<file path="config.mk">
export PLATFORM = sky130hd
export DESIGN_NAME = ram_arbiter_flat
export DESIGN_NICKNAME = d
export VERILOG_FILES = /design/src/rtl/ram_arbiter_if.sv /design/src/rtl/ram_arbiter.sv /design/src/flat_wrapper.sv
export SDC_FILE = /design/constraint.sdc
export NUM_CORES = 1
export LEC_CHECK = 0
export CAP_MARGIN = 10
export CORE_MARGIN = 2
export CORE_UTILIZATION = 44
export CTS_CLUSTER_SIZE = 8
export DETAILED_ROUTE_END_ITERATION = 6
export MAX_ROUTING_LAYER = met4
export PLACE_DENSITY = 0.95
export SKIP_CTS_REPAIR_TIMING = 1
export SLEW_MARGIN = 20
export SYNTH_ARGS = -nofsm -noshare
export SYNTH_HDL_FRONTEND = slang
export SYNTH_SLANG_ARGS = --single-unit
export TNS_END_PERCENT = 50
</file>
<file path="constraint.sdc">
create_clock -name clk -period 2.9 [get_ports clk]
set_input_delay 0.725 -clock clk [delete_from_list [all_inputs] [get_ports clk]]
set_output_delay 0.725 -clock clk [all_outputs]
set_load 0.02 [all_outputs]
</file>
<file path="src/rtl/ram_arbiter_if.sv">
// Bus bundle between the two requesters, the arbiter and the single-port RAM.
// The slave modport is the arbiter's view; the master modport is the view of
// the surrounding system (both requesters plus the RAM read-data return).
interface ram_arbiter_if;
    logic        a_req;
    logic        a_we;
    logic [15:0] a_adr;
    logic [7:0]  a_wdata;
    logic        a_ack;
    logic [7:0]  a_rdata;

    logic        b_req;
    logic        b_we;
    logic [15:0] b_adr;
    logic [7:0]  b_wdata;
    logic        b_ack;
    logic [7:0]  b_rdata;

    logic [15:0] ram_adr;
    logic        ram_rwn;
    logic        ram_cs;
    logic [7:0]  ram_data_i;
    logic [7:0]  ram_data_o;

    modport slave (
        input  a_req, a_we, a_adr, a_wdata,
        input  b_req, b_we, b_adr, b_wdata,
        input  ram_data_o,
        output a_ack, a_rdata, b_ack, b_rdata,
        output ram_adr, ram_rwn, ram_cs, ram_data_i
    );

    modport master (
        output a_req, a_we, a_adr, a_wdata,
        output b_req, b_we, b_adr, b_wdata,
        output ram_data_o,
        input  a_ack, a_rdata, b_ack, b_rdata,
        input  ram_adr, ram_rwn, ram_cs, ram_data_i
    );
endinterface

</file>
<file path="src/rtl/ram_arbiter.sv">
// Two-port arbiter/sequencer in front of a single-port RAM with a registered
// read. Requests are serialised through IDLE -> ISSUE -> (CAPTURE) -> ACK.
//
// state    | meaning
// ---------+---------------------------------------------------------------
// IDLE     | sample a_req/b_req, pick a winner, latch its command
// ISSUE    | RAM selected for one cycle; writes commit at the end of it
// CAPTURE  | reads only: registered RAM data is valid, load granted rdata
// ACK      | one-cycle ack to the granted port; requests ignored
module ram_arbiter #(
    parameter int PRIO_MODE = 0
) (
    input  logic         clk,
    input  logic         reset,
    ram_arbiter_if.slave bus
);
    typedef enum logic [1:0] {
        S_IDLE    = 2'd0,
        S_ISSUE   = 2'd1,
        S_CAPTURE = 2'd2,
        S_ACK     = 2'd3
    } state_t;

    localparam logic GNT_A = 1'b0;
    localparam logic GNT_B = 1'b1;

    state_t      r_state;
    state_t      w_state_nxt;
    logic        r_last_grant;
    logic        r_gnt;
    logic        r_we;
    logic [15:0] r_adr;
    logic [7:0]  r_wdata;
    logic [7:0]  r_a_rdata;
    logic [7:0]  r_b_rdata;
    logic        w_grant_valid;
    logic        w_grant_b;

    // Winner selection for the IDLE cycle; a tie in round-robin mode goes to
    // whichever port was not served last.
    always_comb begin
        w_grant_valid = bus.a_req | bus.b_req;
        w_grant_b     = bus.b_req;
        if (bus.a_req && bus.b_req) begin
            w_grant_b = (PRIO_MODE != 0) ? (r_last_grant == GNT_A) : GNT_A;
        end
    end

    // State register.
    always_ff @(posedge clk or posedge reset) begin
        if (reset) begin
            r_state <= S_IDLE;
        end else begin
            r_state <= w_state_nxt;
        end
    end

    // Next state plus the state-decoded RAM strobes and acks. Chip select is
    // decoded from the state so an async reset in ISSUE kills it immediately.
    always_comb begin
        w_state_nxt = r_state;
        bus.ram_cs  = 1'b0;
        bus.ram_rwn = 1'b1;
        bus.a_ack   = 1'b0;
        bus.b_ack   = 1'b0;
        case (r_state)
            S_IDLE: begin
                if (w_grant_valid) begin
                    w_state_nxt = S_ISSUE;
                end
            end
            S_ISSUE: begin
                bus.ram_cs  = 1'b1;
                bus.ram_rwn = ~r_we;
                w_state_nxt = r_we ? S_ACK : S_CAPTURE;
            end
            S_CAPTURE: begin
                w_state_nxt = S_ACK;
            end
            S_ACK: begin
                bus.a_ack   = (r_gnt == GNT_A);
                bus.b_ack   = (r_gnt == GNT_B);
                w_state_nxt = S_IDLE;
            end
            default: begin
                w_state_nxt = S_IDLE;
            end
        endcase
    end

    // Command latch on grant and read-data capture into the granted port.
    always_ff @(posedge clk or posedge reset) begin
        if (reset) begin
            r_last_grant <= GNT_B;
            r_gnt        <= GNT_A;
            r_we         <= 1'b0;
            r_adr        <= 16'h0000;
            r_wdata      <= 8'h00;
            r_a_rdata    <= 8'h00;
            r_b_rdata    <= 8'h00;
        end else begin
            if (r_state == S_IDLE && w_grant_valid) begin
                r_gnt        <= w_grant_b;
                r_last_grant <= w_grant_b;
                r_we         <= w_grant_b ? bus.b_we    : bus.a_we;
                r_adr        <= w_grant_b ? bus.b_adr   : bus.a_adr;
                r_wdata      <= w_grant_b ? bus.b_wdata : bus.a_wdata;
            end
            if (r_state == S_CAPTURE) begin
                if (r_gnt == GNT_B) begin
                    r_b_rdata <= bus.ram_data_o;
                end else begin
                    r_a_rdata <= bus.ram_data_o;
                end
            end
        end
    end

    assign bus.ram_adr    = r_adr;
    assign bus.ram_data_i = r_wdata;
    assign bus.a_rdata    = r_a_rdata;
    assign bus.b_rdata    = r_b_rdata;
endmodule

</file>
<file path="src/flat_wrapper.sv">
// flat-port wrapper written by rule: the top's interface ports become plain ports
module ram_arbiter_flat 
#(
    parameter int PRIO_MODE = 0
)
  (clk, reset, bus_a_req, bus_a_we, bus_a_adr, bus_a_wdata, bus_b_req, bus_b_we, bus_b_adr, bus_b_wdata, bus_ram_data_o, bus_a_ack, bus_a_rdata, bus_b_ack, bus_b_rdata, bus_ram_adr, bus_ram_rwn, bus_ram_cs, bus_ram_data_i);
  ram_arbiter_if bus_i ();
  input  logic clk;
  input  logic reset;
  input wire logic [$bits(bus_i.a_req)-1:0] bus_a_req;
  input wire logic [$bits(bus_i.a_we)-1:0] bus_a_we;
  input wire logic [$bits(bus_i.a_adr)-1:0] bus_a_adr;
  input wire logic [$bits(bus_i.a_wdata)-1:0] bus_a_wdata;
  input wire logic [$bits(bus_i.b_req)-1:0] bus_b_req;
  input wire logic [$bits(bus_i.b_we)-1:0] bus_b_we;
  input wire logic [$bits(bus_i.b_adr)-1:0] bus_b_adr;
  input wire logic [$bits(bus_i.b_wdata)-1:0] bus_b_wdata;
  input wire logic [$bits(bus_i.ram_data_o)-1:0] bus_ram_data_o;
  output wire logic [$bits(bus_i.a_ack)-1:0] bus_a_ack;
  output wire logic [$bits(bus_i.a_rdata)-1:0] bus_a_rdata;
  output wire logic [$bits(bus_i.b_ack)-1:0] bus_b_ack;
  output wire logic [$bits(bus_i.b_rdata)-1:0] bus_b_rdata;
  output wire logic [$bits(bus_i.ram_adr)-1:0] bus_ram_adr;
  output wire logic [$bits(bus_i.ram_rwn)-1:0] bus_ram_rwn;
  output wire logic [$bits(bus_i.ram_cs)-1:0] bus_ram_cs;
  output wire logic [$bits(bus_i.ram_data_i)-1:0] bus_ram_data_i;
  assign bus_i.a_req = bus_a_req;
  assign bus_i.a_we = bus_a_we;
  assign bus_i.a_adr = bus_a_adr;
  assign bus_i.a_wdata = bus_a_wdata;
  assign bus_i.b_req = bus_b_req;
  assign bus_i.b_we = bus_b_we;
  assign bus_i.b_adr = bus_b_adr;
  assign bus_i.b_wdata = bus_b_wdata;
  assign bus_i.ram_data_o = bus_ram_data_o;
  assign bus_a_ack = bus_i.a_ack;
  assign bus_a_rdata = bus_i.a_rdata;
  assign bus_b_ack = bus_i.b_ack;
  assign bus_b_rdata = bus_i.b_rdata;
  assign bus_ram_adr = bus_i.ram_adr;
  assign bus_ram_rwn = bus_i.ram_rwn;
  assign bus_ram_cs = bus_i.ram_cs;
  assign bus_ram_data_i = bus_i.ram_data_i;
  ram_arbiter #(.PRIO_MODE(PRIO_MODE)) u_core (.clk(clk), .reset(reset), .bus(bus_i));
endmodule
</file>
==> results of run 1 <==
-- final cells by class --
class,count,area (um^2)
fillers,390,1408
flip-flops and latches,44,1101
clock buffers,7,96.34
repair buffers,110,1089
multi-input cells,104,1028
inverters,3,11.26
well taps,67,83.83
-- routing by layer --
metal  part of all wire [%]  GRT usage, %
met5                      0             -
met1                     42         25.65
met3                    5.4         4.497
met2                     51         35.07
met4                    1.1         5.263
-- registers in the layout, indices dropped and copies added (netlist names) --
name                   flops
u_core.r_we                1
u_core.r_gnt               1
u_core.bus.ram_data_i      8
u_core.r_state             2
u_core.bus.b_rdata         8
u_core.bus.a_rdata         8
u_core.bus.ram_adr        16
-- per-stage QoR --
step / total power [mW] / hold slack, ps / setup WS (ps) / cell area (um^2) / util [%]
3_5_place_dp: 3.041 / 493.5 / 640.8 / 3313 / 68.78
6_report: 3.413 / 506.3 / 482.0 / 3410 / 70.78
5_1_grt: 3.607 / 519.9 / 400.4 / 3410 / 70.78
3_3_place_gp: 2.963 / 488.0 / 694.1 / 3313 / 68.78
2_1_floorplan: 2.224 / 541.7 / 1144 / 2241 / -
4_1_cts: 3.453 / 510.9 / 467.0 / 3410 / 70.78
-- cells by family (layout without fill, tap and decap cells) --
kind of cell	count (synthesis)	after routing	share of synthesized area, %
flip-flops	44	44	49.13
multiplexers	17	17	8.710
adder cells (fa/ha/maj)	4	4	2.233
AND/OR/NAND/NOR	52	52	21.44
AO/OA/AOI/OAI	31	31	13.40
buffers and inverters	18	120	5.081
-- worst min-delay path by stage --
stage / to / slack [ps]
2_1_floorplan: u_core.r_we / 540
3_3_place_gp: u_core.bus.b_rdata[6] / 490
3_5_place_dp: u_core.bus.b_rdata[1] / 490
4_1_cts: u_core.bus.b_rdata[1] / 510
5_1_grt: u_core.bus.b_rdata[5] / 520
6_report: u_core.bus.b_rdata[6] / 510
-- power by group --
part           switching (mW)  internal [mW]
Clock                   0.190          0.212
Sequential              0.184          0.927
Combinational           0.900           1.00
-- cells in the final DEF (no fill, tap or decap), drive strengths merged --
master           n
clkdlybuf4s50  105
dfrtp           44
nand4bb         25
nand3b          20
o211a           20
mux2            17
clkbuf           7
o221a            5
buf              5
ha               4
nand2            3
a21oi            3
inv              3
nor2b            2
nor3b            1
o21bai           1
o22ai            1
o21a             1
and2             1
==> run summary, run 1 <==
Antenna-violating nets left - 0
Seq/Total Area, Yosys - 49.13%
Final worst path period share - 83.38%
Initial antenna violation count - 0
H-Tree Depth - 2
Worst path cell trace - inv_1 -> ha_1 -> nand2_1 -> clkdlybuf4s50_1
EDFF count, synth - 0
Hold WC Path Type - flip-flop to flip-flop
Clock root cell - clkbuf_8
DP HPWL - 4112 um
#FFs+latches synth - 44
Area of the die - 5680 um^2
WL final - 5613 um
CP Max Fanout - 5
Max_slew headroom - 50.48%
GPL Wtd Cong - 0.7496
I/O pin total - 106
Min Tclk post-route - 2418 ps
All-layer global routing usage - 20.83%
Skew final - 2.536 ps
Worst endpoint data arrival time - 1690 ps
Hold path start - u_core.bus.b_rdata[6]
DR WL/cell - 16.76 um
Worst setup path end - bus_ram_rwn
Share of cells above drive strength 1 - 14.18%
Post-synth top cells - dfrtp_1 (44), nand4bb_1 (25), nand3b_1 (20), o211a_1 (20), mux2_2 (16)
Critical Path Slowest Stage Cell - clkdlybuf4s50_1
Post-synth top area cell - dfrtp_1
Drt via density - 5.224
TritonRoute pass-1 iters - 4
Clock Pin Slew Worst Setup and Hold Paths - 80 ps
RSZ-0062 raised after global routing - false
# setup viols final - 0
Drt drc - 0
Reg2Reg Setup Slack - 1020 ps
Clk Latency, worst-skew pair - 290 ps
Setup TNS - 0 ps
Die H - 75.37 um
Initial Utilization - 46.52%
Worst path bufs/invs - 2
PD cells - 1001 nW/um^2
Syn Inst Count - 166
Worst R2R End - u_core.r_state[1]
FFs w/ async S/R, synth - 100.0%
First-pass GRT wire length - 8694 um
CP Launch Type - flip-flop
Area Growth Syn to Fin - 52.15%
Crit path from - u_core.r_state[1]
Core Region - 4817 um^2
Outcome - finished, final reports clean
Fmax - 0.4136 GHz
CTS tree - yes
Num rows - 25
Post-synth top area share - 49.13%
Gr ovfl total - 0
Leakage - 1.349 nW
Final nets - 334
Synth Warn # - 0
Synth area leaders - dfrtp_1 (49%), nand4bb_1 (13%), o211a_1 (8.9%)
Placed cell count - 328
Routed via count - 1750
Hold path cells - 1
Maximum buffer depth of the clock tree - 2
Worst reg2reg path depth - 4
Cts bufs inserted - 5
Critical path depth - 4
Fin cells - 335
Vias in the first global route - 1807
Primary FF master, synth - dfrtp_1
Fin. Hold Viols - 0
Post-synth cell types - 20
Largest net degree at the start of global routing - 45
Post-Synthesis Cell Area - 2241 um^2
Setup CP Type - flip-flop to output pin
Top delay family on crit path - buffers and inverters
PortBufs - 105
DIE WIDTH - 75.37 um
Max incr delay on CP - 610 ps
Worst reg2reg path startpoint - u_core.r_state[1]
Least-Margin Pin Slew - 741.2 ps
ANT cells - 0
Net Count, Synth - 232
Worst Path Required - 2170 ps
Most common cell in the synthesized netlist - dfrtp_1
Crit end category - output pin
Syn Area/Cell - 13.50 um^2
CTS Sinks - 44
Max Cap Viol - 0
Starting DRT DRC Count - 129
Slew Limit Fails - 0
Max VDD drop - 537.8 uV
Note: power is estimated with default switching activity, not from simulation.
==> run 2, diff against run 1 <==
- CORE_UTILIZATION: 44 -> 37
- PLACE_DENSITY: 0.95 -> 0.87
- clock period: 2.9 -> 2.1 ns (I/O delays scaled with it)
==> run summary, run 2 (synthesized netlist as in run 1, its figures left out) <==
Least-Margin Pin Slew - 363.0 ps (-378.3 ps)
Most common cell after layout, fill and taps aside - clkdlybuf4s50_1
Crit path from - u_core.r_state[1]
CTS tree - yes
I/O pin total - 106 (unchanged)
First-pass GRT wire length - 9225 um (+6.1%)
Gr ovfl total - 0 (unchanged)
Clk Latency, worst-skew pair - 300 ps (about the same)
Initial antenna violation count - 0 (unchanged)
CP Max Fanout - 5 (unchanged)
CP Launch Type - flip-flop
All-layer global routing usage - 18.21% (-2.6 points)
Switch share - 37.41% (+0.075 points)
Initial Utilization - 38.07% (-8.4 points)
Sequential power share - 31.6% (-0.9 points)
Routed via count - 1833 (+4.7%)
Num rows - 28 (+12%)
Skew final - 9.837 ps (+7.302 ps)
TritonRoute pass-1 iters - 4 (unchanged)
Max VDD drop - 638.5 uV (+19%)
Worst reg2reg path startpoint - u_core.r_state[0]
Max incr delay on CP - 430 ps (-180 ps)
Vias in the first global route - 1965 (+8.7%)
Largest register FFs - 16 (unchanged)
WL final - 6036 um (+7.5%)
Starting DRT DRC Count - 84 (-35%)
Crit end category - output pin
Comb pwr share - 54.7% (-1.0 points)
H-Tree Depth - 2 (unchanged)
Max Cap Viol - 0 (unchanged)
DR WL/cell - 17.39 um (+3.8%)
Area of the die - 6695 um^2 (+18%)
DR top layer - met4
DP HPWL - 4394 um (+6.9%)
Final nets - 337 (+0.90%)
Slew Limit Fails - 0 (unchanged)
Worst path bufs/invs - 1 (-1)
Worst path cell trace - ha_1 -> nor2b_1 -> dlymetal6s2s_1
GPL Wtd Cong - 0.7637 (+1.9%)
DIE WIDTH - 81.83 um (+8.6%)
Area Growth Syn to Fin - 55.44%
Total power - 4.853 mW (+42%)
Final worst path period share - 89.42%
DP Area - 3358 um^2 (+1.4%)
Core Region - 5886 um^2 (+22%)
CTS Sinks - 44 (unchanged)
Met1 WL - 2512 um (+5.5%)
Switching power - 1.816 mW (+42%)
Hold WC Path Type - primary input to async pin
PortBufs - 105 (unchanged)
Largest net degree at the start of global routing - 31 (-31%)
ANT cells - 0 (unchanged)
RSZ-0062 raised after global routing - false
Min Hold Slack - 502.3 ps (-3.908 ps)
Antenna-violating nets left - 0 (unchanged)
PD cells - 1393 nW/um^2 (+39%)
Drt via density - 5.282 (+1.1%)
Maximum buffer depth of the clock tree - 2 (unchanged)
Reg2Reg Setup Slack - 510 ps (-510 ps)
DR WL met2 - 3170 um (+11%)
Clock root cell - clkbuf_8
Clock Pin Slew Worst Setup and Hold Paths - 90 ps (about the same)
# setup viols final - 0 (unchanged)
Share of cells above drive strength 1 - 15.44% (+1.3 points)
Worst endpoint data arrival time - 1350 ps (-340 ps)
Min Tclk post-route - 1878 ps
Max_slew headroom - 75.74% (+25 points)
Top delay family on crit path - flip-flops
Fmax - 0.5326 GHz
Most frequent cells in the layout - clkdlybuf4s50_1 (101), dfrtp_1 (44), nand4bb_1 (25)
Critical Path Slowest Stage Cell - dfrtp_1
Metal3 WL - 304 um (-0.33%)
Leakage - 1.423 nW (+5.5%)
Die H - 81.83 um (+8.6%)
Cell-internal power - 3.038 mW (+42%)
Fin. Hold Viols - 0 (unchanged)
Post-route cell area - 3483 um^2 (+2.2%)
Outcome - finished, final reports clean
Setup CP Type - flip-flop to output pin
Cts bufs inserted - 5 (unchanged)
Worst Path Required - 1570 ps (-600 ps)
Drt drc - 0 (unchanged)
Clock power frac - 13.7% (+1.9 points)
==> run 2: cell types whose count changed in the layout (fill, tap and decap cells not counted), moves of 2 or more <==
cell             delta
buf_4               +2
clkdlybuf4s50_1     -4
clkbuf_8            -2
dlymetal6s2s_1      +4
==> run 2: area by class of cell <==
cell class                      instances  area [um^2]
Clock buffer                            5        68.82
Clock inverter                          3        46.29
Fill cell                             481         2402
Inverter                                3        11.26
Multi-Input combinational cell        104         1028
Sequential cell                        44         1101
Tap cell                               75        93.84
Timing Repair Buffer                  113         1134
==> run 2: path summary, 6_finish.rpt <==
check / cells past startpoint / to
setup reg to reg: 5 / u_core.bus.ram_adr[1]
hold / removal: 2 / u_core.bus.ram_adr[2]
max in group asynchronous: 3 / u_core.bus.b_rdata[7]
setup / recovery: 3 / bus_a_ack
hold reg to reg: 1 / u_core.bus.b_rdata[4]
min in group clk: 1 / u_core.bus.b_rdata[4]
==> run 2: power groups by stage <==
stage                     combinational [mW]  sequential (mW)  clock [mW]
after floorplan                         1.08             1.99           0
after global placement                  2.61             1.53           0
after detailed placement                2.67             1.55           0
after CTS                               2.68             1.53       0.684
after global routing                    2.82             1.58       0.712
final                                   2.65             1.54       0.665
==> run 2: through the flow <==
| step | setup slack [ps] | cells | TNS (ps) | util, % |
|---|---|---|---|---|
| after floorplan | 543.9 | 166 | 0 | - |
| after global placement | 192.1 | 339 | 0 | 57.06 |
| after detailed placement | 206.9 | 339 | 0 | 57.06 |
| after CTS | -150.0 | 347 | -441.7 | 59.01 |
| after global routing | 156.2 | 347 | 0 | 59.18 |
| final | 222.3 | 347 | 0 | 59.18 |
==> run 2: metal layers <==
metal	vias to the layer above	GRT usage [%]
met5	-	-
met4	0	6.667
met3	4	2.308
met2	60	30.57
met1	925	22.56
li1	844	-
==> run 2: worst reg2reg max path, delay by kind of cell, from the launching register on <==
| kind | cells | cell delay (ps) |
|---|---|---|
| compound gates | 1 | 150 |
| flops | 1 | 440 |
| simple gates | 1 | 170 |
| buf+inv | 2 | 440 |
| fa+ha+maj | 1 | 300 |
